File: config.mk
export PLATFORM = sky130hd
export DESIGN_NAME = branch_resolver
export DESIGN_NICKNAME = d
export VERILOG_FILES = /design/src/rtl/branch_resolver.sv
export SDC_FILE = /design/constraint.sdc
export NUM_CORES = 1
export LEC_CHECK = 0
export CAP_MARGIN = 5
export CORE_MARGIN = 2
export CORE_UTILIZATION = 51
export CTS_CLUSTER_SIZE = 10
export DETAILED_ROUTE_END_ITERATION = 10
export GPL_TIMING_DRIVEN = 0
export PLACE_DENSITY = 0.75
export REMOVE_ABC_BUFFERS = 1
export SETUP_SLACK_MARGIN = 0.2
export SLEW_MARGIN = 0
export SYNTH_ARGS = -nofsm -noshare
export SYNTH_HDL_FRONTEND = slang
export SYNTH_SLANG_ARGS = --single-unit
File: constraint.sdc
create_clock -name clk_i -period 7.9 [get_ports clk_i]
set_clock_uncertainty 0.1 [all_clocks]
set_input_delay 1.58 -clock clk_i [delete_from_list [all_inputs] [get_ports clk_i]]
set_output_delay 1.58 -clock clk_i [all_outputs]
set_load 0.02 [all_outputs]
File: src/rtl/branch_resolver.sv
// branch_resolver: 2-bit saturating BHT predictor with a one-entry resolve stage and mispredict redirect.
// Define BRANCH_RESOLVER_GHIST_EN to XOR a global outcome history into the BHT index.
module branch_resolver #(
    parameter int         INDEX_BITS = 6,
    parameter logic [1:0] INIT_STATE = 2'b01
) (
    input  logic        clk_i,
    input  logic        rst_ni,
    input  logic [31:0] lookup_pc_i,
    output logic        lookup_taken_o,
    input  logic        resolve_valid_i,
    input  logic [31:0] resolve_pc_i,
    input  logic        resolve_taken_i,
    input  logic        resolve_pred_i,
    input  logic [31:0] resolve_target_i,
    input  logic        stall_i,
    output logic        mispredict_o,
    output logic [31:0] redirect_pc_o
);
    localparam int ENTRIES = 1 << INDEX_BITS;

    logic [1:0]            bht [ENTRIES];
    logic                  st_valid, st_taken, st_pred, capture;
    logic [31:0]           st_pc, st_target;
    logic [INDEX_BITS-1:0] lookup_idx, st_idx;
    logic [1:0]            st_cur, st_next;
    logic                  unused_lookup_bits;

    assign unused_lookup_bits = ^{lookup_pc_i[31:INDEX_BITS+2], lookup_pc_i[1:0]};
    assign capture = resolve_valid_i & ~stall_i & ~mispredict_o;

`ifdef BRANCH_RESOLVER_GHIST_EN
    logic [INDEX_BITS-1:0] hist, st_hist;

    // the stage keeps the history seen at capture so the update hits the entry fetch used
    always_ff @(posedge clk_i or negedge rst_ni) begin
        if (!rst_ni) begin
            hist    <= '0;
            st_hist <= '0;
        end else begin
            if (st_valid) hist <= {hist[INDEX_BITS-2:0], st_taken};
            if (capture) st_hist <= hist;
        end
    end

    assign lookup_idx = lookup_pc_i[INDEX_BITS+1:2] ^ hist;
    assign st_idx     = st_pc[INDEX_BITS+1:2] ^ st_hist;
`else
    assign lookup_idx = lookup_pc_i[INDEX_BITS+1:2];
    assign st_idx     = st_pc[INDEX_BITS+1:2];
`endif

    always_ff @(posedge clk_i or negedge rst_ni) begin
        if (!rst_ni) begin
            st_valid  <= 1'b0;
            st_pc     <= '0;
            st_target <= '0;
            st_taken  <= 1'b0;
            st_pred   <= 1'b0;
        end else begin
            st_valid <= capture;
            if (capture) begin
                st_pc     <= resolve_pc_i;
                st_target <= resolve_target_i;
                st_taken  <= resolve_taken_i;
                st_pred   <= resolve_pred_i;
            end
        end
    end

    always_ff @(posedge clk_i or negedge rst_ni) begin
        if (!rst_ni) begin
            for (int i = 0; i < ENTRIES; i++) bht[i] <= INIT_STATE;
        end else if (st_valid) begin
            bht[st_idx] <= st_next;
        end
    end

    assign st_cur  = bht[st_idx];
    assign st_next = st_taken ? (st_cur == 2'b11 ? 2'b11 : st_cur + 2'd1)
                              : (st_cur == 2'b00 ? 2'b00 : st_cur - 2'd1);

    // a lookup racing the pending write sees the value about to land
    assign lookup_taken_o = (st_valid && lookup_idx == st_idx) ? st_next[1] : bht[lookup_idx][1];
    assign mispredict_o   = st_valid & (st_taken ^ st_pred);
    assign redirect_pc_o  = mispredict_o ? (st_taken ? st_target : st_pc + 32'd4) : 32'h0;
endmodule

==> metrics.yaml, run 1 <==
clock_network:
  cts-root-buf: "clkbuf_16"
  clock-sinks: 195
  ctsHtreeMaxLevel: 4
  cts_buffers: 17
  cts_setup_buffers: 0
  cts_resized: 0
  clock_path_buffers: 2
  ctsHoldBuffers: 0
  worstSkewPairLatency_ns: 0.44
  cts.reportedPaths.clkPinSlew_ns: 0.07
  cts_tree: "yes"
synthesis:
  ys_async_sr_fraction_pct: 100.0
  ys.flop_type: "dfrtp_1"
  netlist_instances: 1046
  ys_ff_latch: 195
  ys_seq_area_share_pct: 46.61
  synth-edff-count: 0
  synth.distinct_cells: 68
  synth_area_um2: 10640
  yosys_warnings: 0
  avgSynthCellArea_um2: 10.17
sta:
  setup_viol: 0
  slew_violations: 0
  hold_viol_final: 0
  grt_setup_unrepaired: "false"
  relSlewSlack_pct: 18.28
  clock.fmax_ghz: 0.1421
  fin_hold_ws_ns: 0.4009
  min_period_ns: 7.037
  max_slew.worst_pin.slew_ns: 1.223
  finalCritPeriodShare_pct: 89.07
cells_and_area:
  fin_area_um2: 12530
  stdcell_count: 1399
  fillers: 1630
  final_nets: 1219
  final-seq-area_um2: 4965
  syn_to_final_growth_pct: 17.79
  multi_input_area_um2: 5204
  insertedDiodeCount: 0
  layout-drive-gt1-share_pct: 20.81
worst_setup_path:
  start_kind: "register"
  crit_fanout: 44
  cp_data_required_time_ns: 6.22
  path_class: "reg -> out"
  endpoint_kind: "output port"
  cp.arrival_ns: 5.36
floorplan:
  core-area_um2: 20360
  die_x_um: 148.4
  dieArea_um2: 22030
  io_pins: 136
  num_rows: 52
  initial_utilization_pct: 52.25
  die_height_um: 148.4
global_routing:
  grtUsageTotal_pct: 26.48
  first_global_vias: 8563
  grt_antenna_before_repair: 1
  grt_start_max_net_pins: 121
  gr-total-overflow: 0
  grt_pass1_wl_um: 45630
pwr:
  p_leak_nw: 4.883
  ir_worst_vdd_uv: 170.7
  p_per_area_nw_per_um2: 302.0
route:
  vias_per_cell: 6.077
  dr.pass1.iters: 5
  routedWlPerCell_um: 20.03
  wl_um: 28020
  post-route-drc-count: 0
  drt_iter0_markers: 662
  vias: 8502
  ant_nets: 0
place:
  port_buffers: 109
  place_area_um2: 11900
  dpl.hpwl_um: 18190
  place.gp.congestion: 0.8080
  dpl.cell_count: 1366
job:
  cap_viol_max_count: 0
status:
  outcome: "finished clean"
worst_hold_path:
  hold_class: "reg -> reg"
## layout by cell type (no fill, tap or decap), drive strengths merged, types with 14 or more instances in the layout
cell           count
buf               18
mux2              62
xor2              15
clkbuf            22
a21oi            153
nand3             19
mux4              37
nor2             174
a211oi            14
a31oi             31
dfstp             64
o21ai             38
dfrtp            131
clkdlybuf4s50    107
mux2i             23
nand2             89
xnor2             16
## state kept, by name, summed over array words and instances (netlist names)
name / cells
bht: 128
st_pc: 32
st_pred: 1
st_taken: 1
st_target: 32
st_valid: 1
## routing by layer
metal,track usage (%),routed length (um),up-vias,share of wire [%]
met4,10.29,813,2,2.9
met3,7.025,2288,64,8.2
met5,0,13,-,0.046
met2,42.50,13530,339,48
met1,34.60,11370,4212,41
li1,-,-,3885,-
## cell usage after synthesis (10+ instances only)
master / number / share of area [%]
nor2_1: 174 / 6.1
a31oi_1: 31 / 1.8
dfstp_2: 64 / 16
nand3_1: 18 / 0.85
xnor2_1: 16 / 1.3
and3_1: 10 / 0.59
a211oi_1: 13 / 0.92
o21ai_0: 28 / 1.3
buf_6: 18 / 1.9
nand2_1: 89 / 3.1
clkbuf_1: 34 / 1.2
mux4_2: 37 / 7.8
o21ai_1: 10 / 0.47
a21oi_1: 153 / 7.2
mux2i_1: 23 / 2.2
xor2_1: 15 / 1.2
mux2_2: 62 / 6.6
dfrtp_1: 131 / 31
buf_2: 10 / 0.47
## through the flow
stage | setup WS (ns) | setup TNS, ns | utilization (%) | power (mW)
3_5_place_dp | 1.049 | 0 | 58.41 | 2.846
4_1_cts | 0.8363 | 0 | 61.47 | 3.777
6_report | 0.8632 | 0 | 61.54 | 3.785
5_1_grt | 0.6351 | 0 | 61.54 | 3.989
2_1_floorplan | 0.06025 | 0 | - | 2.379
3_3_place_gp | -3.109 | -636.77 | 57.02 | 2.752
## report_power, final
part           internal, mW  switching (mW)
combinational         0.561           0.658
clock                 0.528           0.394
sequential             1.39           0.255
## cell type report
cell class | instances | area share (%)
Multi-Input combinational cell | 769 | 41.52
Sequential cell | 195 | 39.61
Timing Repair Buffer | 125 | 10.96
Clock buffer | 22 | 3.784
Tap cell | 270 | 2.695
Clock inverter | 10 | 1.188
Inverter | 8 | 0.2396
## worst paths after layout
kind | cells after the start | slack, ns | start | end
min | 2 | 0.40 | bht[120]$_DFFE_PN1P_ | bht[120]$_DFFE_PN1P_
min reg2reg | 2 | 0.40 | bht[120]$_DFFE_PN1P_ | bht[120]$_DFFE_PN1P_
max reg2reg | 8 | 3.11 | st_pc[6]$_DFFE_PN0P_ | bht[92]$_DFFE_PN1P_
min in group asynchronous | 1 | 1.01 | rst_ni | bht[105]$_DFFE_PN0P_
max | 8 | 0.86 | st_pc[6]$_DFFE_PN0P_ | lookup_taken_o
max in group asynchronous | 2 | 5.64 | rst_ni | st_pc[2]$_DFFE_PN0P_
## worst max-delay path, cell delays in order (launching register included)
cell             delay, ns
dfrtp_1               0.93
nor3b_2               1.07
a22o_1                0.30
a211o_1               0.80
nor3_4                0.08
maj3_2                0.57
buf_12                0.28
a22oi_1               0.21
clkdlybuf4s50_1       0.63
## logic make-up after synthesis
family | Yosys count | synth area share, %
and+or+nand+nor | 350 | 15.12
xor gates and xnor gates | 31 | 2.552
DFF | 195 | 46.61
buffers and inverters | 82 | 4.574
AOI/OAI and AO/OA | 264 | 14.36
adders and majority gates | 2 | 0.2234
muxes | 122 | 16.56
Note: power is estimated with default switching activity, not from simulation.
==> run 2, diff against run 1 <==
--- a/config.mk
+++ b/config.mk
@@ -13,7 +13,7 @@
 export GPL_TIMING_DRIVEN = 0
 export PLACE_DENSITY = 0.75
 export REMOVE_ABC_BUFFERS = 1
-export SETUP_SLACK_MARGIN = 0.2
+export SETUP_SLACK_MARGIN = 0.15
 export SLEW_MARGIN = 0
 export SYNTH_ARGS = -nofsm -noshare
 export SYNTH_HDL_FRONTEND = slang
==> results of run 2 <==
The final DEF is identical to that of run 1; final timing and power are the same.
